[config.mk]
export PLATFORM = sky130hd
export DESIGN_NAME = key_assembler
export DESIGN_NICKNAME = d
export VERILOG_FILES = /design/src/rtl/key_assembler_pkg.sv /design/src/rtl/key_assembler_sync_edge_detect.sv /design/src/rtl/key_assembler.sv
export SDC_FILE = /design/constraint.sdc
export NUM_CORES = 1
export LEC_CHECK = 0
export ABC_AREA = 1
export ABC_CLOCK_PERIOD_IN_PS = 1420
export CORE_ASPECT_RATIO = 1.25
export CORE_MARGIN = 2
export CORE_UTILIZATION = 45
export CTS_CLUSTER_DIAMETER = 150
export CTS_CLUSTER_SIZE = 10
export DETAILED_ROUTE_END_ITERATION = 8
export GPL_TIMING_DRIVEN = 0
export PLACE_DENSITY_LB_ADDON = 0.05
export SYNTH_ARGS = -nofsm -noshare
export SYNTH_HDL_FRONTEND = slang
export SYNTH_SLANG_ARGS = --single-unit
[constraint.sdc]
create_clock -name iClk -period 1.42 [get_ports iClk]
set_input_delay 0.284 -clock iClk [delete_from_list [all_inputs] [get_ports iClk]]
set_output_delay 0.284 -clock iClk [all_outputs]
set_load 0.02 [all_outputs]
[src/rtl/key_assembler_pkg.sv]
// key_assembler_pkg: shared state encoding and default widths for the key assembler and encrypt stage.
package key_assembler_pkg;
  localparam int DEF_MSG_SIZE = 8;
  localparam int DEF_CHUNK_SIZE = 4;
  localparam int SYNC_STAGES = 2;
  typedef enum logic [1:0] {IDLE, LOAD, READY} state_t;
endpackage

[src/rtl/key_assembler_sync_edge_detect.sv]
// sync_edge_detect: multi-flop synchronizer followed by a single-cycle rising-edge pulse.
module sync_edge_detect
  import key_assembler_pkg::*;
(
  input  logic clk,
  input  logic rst_n,
  input  logic d,
  output logic edge_pulse
);
  logic [SYNC_STAGES-1:0] sync;
  logic prev;
  always_ff @(posedge clk or negedge rst_n)
    if (!rst_n) begin
      sync <= '0;
      prev <= 1'b0;
    end else begin
      sync <= {sync[SYNC_STAGES-2:0], d};
      prev <= sync[SYNC_STAGES-1];
    end
  assign edge_pulse = sync[SYNC_STAGES-1] & ~prev;
endmodule

[src/rtl/key_assembler.sv]
// key_assembler: builds a key from strobed chunks, flags completion and issues one-cycle encrypt requests.
module key_assembler
  import key_assembler_pkg::*;
#(
  parameter int MSG_SIZE = DEF_MSG_SIZE,
  parameter int CHUNK_SIZE = DEF_CHUNK_SIZE
) (
  input  logic                                        iClk,
  input  logic                                        iRst,
  input  logic                                        iEn,
  input  logic                                        iLoad,
  input  logic [CHUNK_SIZE-1:0]                       iChunk,
  input  logic                                        iStart,
  input  logic                                        iClear,
  output logic [MSG_SIZE-1:0]                         oKey_Assembled,
  output logic                                        oKey_Ready,
  output logic                                        oEncrypt,
  output logic [$clog2(MSG_SIZE/CHUNK_SIZE+1)-1:0]    oChunk_Count
);
  localparam int NUM_CHUNKS = MSG_SIZE / CHUNK_SIZE;
  localparam int CW = $clog2(NUM_CHUNKS + 1);
  state_t state, state_n;
  logic [MSG_SIZE-1:0] key_n;
  logic [CW-1:0] count_n;
  logic enc_n, load_edge, start_edge;
  sync_edge_detect u_load (.clk(iClk), .rst_n(iRst), .d(iLoad), .edge_pulse(load_edge));
  sync_edge_detect u_start (.clk(iClk), .rst_n(iRst), .d(iStart), .edge_pulse(start_edge));
  // A start edge in READY wins over a simultaneous load edge; in IDLE the key is already zero.
  always_comb begin
    state_n = state;
    key_n = oKey_Assembled;
    count_n = oChunk_Count;
    enc_n = 1'b0;
    if (iClear) begin
      state_n = IDLE;
      key_n = '0;
      count_n = '0;
    end else if (iEn) begin
      if (state == READY && start_edge) enc_n = 1'b1;
      else if (load_edge) begin
        key_n = (state == READY ? '0 : oKey_Assembled << CHUNK_SIZE) | MSG_SIZE'(iChunk);
        count_n = state == READY ? CW'(1) : oChunk_Count + CW'(1);
        state_n = count_n == CW'(NUM_CHUNKS) ? READY : LOAD;
      end
    end
  end
  always_ff @(posedge iClk or negedge iRst)
    if (!iRst) begin
      state <= IDLE;
      oKey_Assembled <= '0;
      oChunk_Count <= '0;
      oKey_Ready <= 1'b0;
      oEncrypt <= 1'b0;
    end else begin
      state <= state_n;
      oKey_Assembled <= key_n;
      oChunk_Count <= count_n;
      oKey_Ready <= state_n == READY;
      oEncrypt <= enc_n;
    end
endmodule

# Word level (Yosys, flattened, before mapping)
# Index checks and enable logic that the tools add are counted.
# W data, S select, Z words.
dict set report op_classes {
  addsub 1
  n_eq_ne 4
  muxes 18
  bitwise_logic 5
  n_reduce_logical 4
}
# op n
set op_table {}
lappend op_table {{$mux W8} 5}
lappend op_table {{$mux W2} 10}
lappend op_table {{$or A8 B4 Y8} 1}
lappend op_table {{$eq A2 B2 Y1 const B} 3}
lappend op_table {{$reduce_bool A2 Y1} 2}
lappend op_table {{$mux W1} 3}
lappend op_table {{$reduce_and A3 Y1} 1}
lappend op_table {{$add A2 B1 Y2 const B} 1}
lappend op_table {{$and A1 B1 Y1} 2}
lappend op_table {{$ne A2 B2 Y1 const B} 1}
lappend op_table {{$not A1 Y1} 2}
lappend op_table {{$logic_and A1 B1 Y1} 1}
dict set report word_totals {
  reg_bits 20
  input_bits 10
  out_inout_bits 12
  elab_cells 41
}

# Longest topological paths before layout
dict set report logic_depth {
  word_depth 9
  ltp_mapped 9
  depth_no_buf 9
}

# Cells and area by module
# From an unflattened synthesis, not the netlist that was laid out.
dict set report unflattened {
  cells_unflattened 90
  hier_area_um2 854.6
}
# mod n_inst cells_per_inst area_each_um2 seq_area_each_um2
set by_module_without_submodules {}
lappend by_module_without_submodules {key_assembler 1 80 684.4 350.3}
lappend by_module_without_submodules {sync_edge_detect 2 5 85.1 75.1}

# Worst setup path before layout
# No wires, ideal clock.
dict set report synth_path {
  kind {reg-to-reg}
  startpoint {register oChunk_Count[0]}
  endpoint {register oKey_Ready}
  setup_ns 0.071
  arrival_time_ns 1.007
  required_time_ns 1.349
  slack_ns 0.342
  stages_incl_launch_ff 9
  path_buffers 0
  synth_period_minus_slack_ns 1.078
  path_cell_list {dfrtp_1 > inv_1 > a21oi_1 > nand2_1 > nand2_1 > nand2_1 > nand2_1 > nand2_1 > nor2_1}
}
dict set report synth_between {
  elab_chain_cells 9
}
# element line_no
set synth_lines {}
lappend synth_lines {{start, declared} key_assembler.sv:18} ;# output logic [$clog2(MSG_SIZE/CHUNK_SIZE+1)-1:0] oChunk_Count
lappend synth_lines {{start signal, assigned} key_assembler.sv:57} ;# oChunk_Count <= count_n;
lappend synth_lines {{$add A2 B1 Y2} key_assembler.sv:42} ;# count_n = state == READY ? CW'(1) : oChunk_Count + CW'(1);
lappend synth_lines {{$mux W2} key_assembler.sv:42}
lappend synth_lines {{$eq A2 B2 Y1} key_assembler.sv:43} ;# state_n = count_n == CW'(NUM_CHUNKS) ? READY : LOAD;
lappend synth_lines {{$mux W2} key_assembler.sv:43}
lappend synth_lines {{$mux W2} key_assembler.sv:40} ;# else if (load_edge) begin
lappend synth_lines {{$mux W2} key_assembler.sv:39} ;# if (state == READY && start_edge) enc_n = 1'b1;
lappend synth_lines {{$mux W2} key_assembler.sv:38} ;# end else if (iEn) begin
lappend synth_lines {{$mux W2} key_assembler.sv:34} ;# if (iClear) begin
lappend synth_lines {{$eq A2 B2 Y1} key_assembler.sv:58} ;# oKey_Ready <= state_n == READY;
lappend synth_lines {{end signal, assigned} key_assembler.sv:52} ;# oKey_Ready <= 1'b0;
lappend synth_lines {{end signal, assigned} key_assembler.sv:58}
lappend synth_lines {{end, declared} key_assembler.sv:16} ;# output logic oKey_Ready,
# Every way passes these cells.
# A chain may end at the register's enable or synchronous reset.

# Worst setup path in the final report
dict set report layout_path {
  startpoint {register oChunk_Count[1]}
  endpoint {output port oChunk_Count[1]}
}
# No word-level cell between the ends.

==> impl_metrics.csv <==
group,metric,value,unit
outcome,status,"completed",
setup_path,r2r_end,"oKey_Assembled[7]",
timing,maxSlewViolCount,0,
pwr,p_per_area,989,nW/µm²
placed_design,dpl.hpwl,1010,µm
floorplan,pin_count,22,
timing,clock.fmax,741,MHz
flow_run,max-cap-violations,0,
clock_tree,ctsHoldBuffers,0,
timing,setup_viol,0,
drt,dr.pass1.iters,4,
setup_path,worstSetupEndpointType,"primary output",
placed_design,placed_cells,127,
timing,slew_headroom,40.3,%
global_route,gr-total-overflow,0,
timing,rsz0062_at_grt,"false",
setup_path,reg2reg_from,"u_load.prev",
global_route,grt_usage,15.3,%
timing,whs,0.360,ns
drt,post_drt_via_cell_ratio,4.76,
drt,drt_iter0_drc,5,
drt,via_count,623,
worst_hold_path,holdPathEnd,"u_load.sync[1]",
placed_design,io_buffer_count,21,
setup_path,worstPathCellList,"dlygate4sd2_1",
timing,tightestPinTransition,0.893,ns
timing,fin_skew,0.00221,ns
yosys,yosysUniqueCellTypes,16,
yosys,ys_warn_count,0,
placed_design,routabilityCongestion,0.753,
worst_hold_path,hold_path.class,"flip-flop to flip-flop",
setup_path,critPathRequiredTime,1.14,ns
cells_and_area,finalNonFillerCells,131,
placed_design,dpl_worst_slack,-0.128,ns
floorplan,die_w,42.0,µm
yosys,ys_top_cells_by_area,"dfrtp_1 62%, inv_1 9.3%, o21ai_0 8.6%, nand2_1 5.6%, nor2_1 2.8%",
setup_path,start_kind,"flip-flop",
cells_and_area,fillers,158,
clock_tree,clkSinkCount,20,
setup_path,reg2reg_depth,8,
global_route,antenna_found_initial,0,
placed_design,placed_cell_area,1040,µm²
yosys,yosysSeqAreaShare,61.7,%
drt,drc,0,
timing,period_needed,1.35,ns
yosys,synth_area_per_cell,9.32,µm²
yosys,netlist_area,811,µm²
yosys,synth_top_cell_area_share,61.7,%
global_route,grt_pass1_wl,2410,µm
setup_path,cp_slowest_cell,"dfrtp_1",
timing,setup_slack,0.0702,ns
pwr,peakVddDrop,744,µV
yosys,ys_seq_elements,20,
clock_tree,cts.clk_slew.worst_paths,0.11,ns
cells_and_area,final_area,1070,µm²
clock_tree,max-clock-path-buffers,2,
drt,wl_per_cell,10.7,µm
cells_and_area,fin_nets,123,
yosys,synth_nets,97,
clock_tree,htree_levels,1,
yosys,syn-instance-count,87,
worst_hold_path,hp-start,"u_load.sync[0]",
worst_hold_path,holdPathStages,0,
yosys,yosys.area.top_type,"dfrtp_1",
setup_path,crit_buf_inv,1,
floorplan,die-area,2160,µm²
cells_and_area,final_layout_size_suffix_gt1_share,9.82,%
clock_tree,worstSkewPairLatency,0.29,ns
global_route,grt_max_degree,21,
setup_path,crit_type,"flip-flop to primary output",
global_route,grt_pass1_vias,566,
setup_path,crit_fanout,4,
setup_path,path_delay_family,"flip-flops",
floorplan,initial_core_util,47.1,%
clock_tree,cts_tree,"yes",
setup_path,critical_path_arrival,1.07,ns
drt,ant_nets,0,
clock_tree,root_buffer,"clkbuf_4",
cells_and_area,postLayoutCoreUtil,61.9,%
setup_path,critical-path-max-stage-delay,0.42,ns
setup_path,r2r_slack,0.24,ns
cells_and_area,antenna_cells,0,
timing,final_hold_viol_count,0,
timing,fin_crit_sh,95.1,%
floorplan,rows,17,
floorplan,coreArea,1720,µm²
clock_tree,cts-buffers-inserted,3,
cells_and_area,synthToLayoutAreaGrowth,31.5,%
pwr,p_leak,0.601,nW
floorplan,die_y,51.5,µm
drt,routed_wl,1400,µm
placed cells by master, fill, tap and decap left out, types with 2 or more instances in the layout:
master           instances
inv_1                   20
dfrtp_1                 20
o21ai_0                 14
nand2_1                 12
dlygate4sd2_1           12
clkdlybuf4s50_1          9
nor2_1                   6
a21oi_1                  3
clkbuf_4                 3
nor2_4                   2
o21ai_1                  2
worst max-delay path by stage:
stage	from	to	slack, ns	cells past startpoint
after CTS	oChunk_Count[1]	oChunk_Count[1]	0.06	1
after floorplan	oChunk_Count[0]	oKey_Ready	0.34	8
after global placement	iEn	oKey_Assembled[6]	-0.13	8
final	oChunk_Count[1]	oChunk_Count[1]	0.07	1
after global routing	oChunk_Count[1]	oChunk_Count[1]	0.02	1
after detailed placement	iEn	oKey_Assembled[6]	-0.13	8
report_power, final:
part / total [W] / switching [W] / internal [W]
Combinational: 0.000127 / 0.0000741 / 0.0000532
Clock: 0.000322 / 0.000166 / 0.000156
Sequential: 0.000605 / 0.0000119 / 0.000593
Total: 0.00105 / 0.000252 / 0.000802
layout make-up:
cell class	count	area, µm²	share of cell area [%]
plain buffers	1	5.00	0.469
clock buffers	4	36.3	3.40
inverters	21	78.8	7.39
multi-input cells	45	226	21.2
flip-flops and latches	20	500	46.9
well taps	19	23.8	2.23
repair buffers	21	195	18.3
routing by layer:
metal  vias to the layer above  track usage, %  part of all wire, %
met1                       282            17.9                   43
li1                        314               -                    -
met2                        25            26.6                   49
met3                         2            2.83                  6.2
met4                         0            8.06                  1.1
met5                         -               0                    0
flip-flops by register name, summed over array words and instances, names as in the netlist:
name / cells
u_load.sync: 2
u_start.prev: 1
oEncrypt: 1
state: 2
oChunk_Count: 2
oKey_Ready: 1
u_start.sync: 2
oKey_Assembled: 8
u_load.prev: 1
synth_stat cells:
library cell / n
nand2_1: 12
nand3_2: 1
nor2_4: 2
xnor2_1: 1
dfrtp_1: 20
a21oi_1: 3
nor2_1: 6
nor2_2: 1
o21ai_0: 14
inv_1: 20
nor3_1: 1
inv_2: 1
nand2_2: 1
o21ai_1: 2
buf_2: 1
nand3_1: 1
cell families (layout without fill, tap and decap cells):
| family | Yosys count | in the layout | synth area share, % |
|---|---|---|---|
| compound gates | 19 | 19 | 11.7 |
| xor+xnor | 1 | 1 | 1.08 |
| buf+inv | 22 | 47 | 10.3 |
| flops | 20 | 20 | 61.7 |
| simple gates | 25 | 25 | 15.1 |
through the flow:
stage	total power (W)	TNS, ns
after global routing	0.00111	0
after CTS	0.00107	0
after floorplan	0.000679	0
after global placement	0.000753	-1.05
final	0.00105	0
after detailed placement	0.000755	-0.996
timing repair:
action | CTS | global route
buffers inserted | 0 | 0
endpoints found under the setup margin | 12 | 0
resized for setup | 12 | 0
No activity file was read; power rests on OpenSTA's default activity.
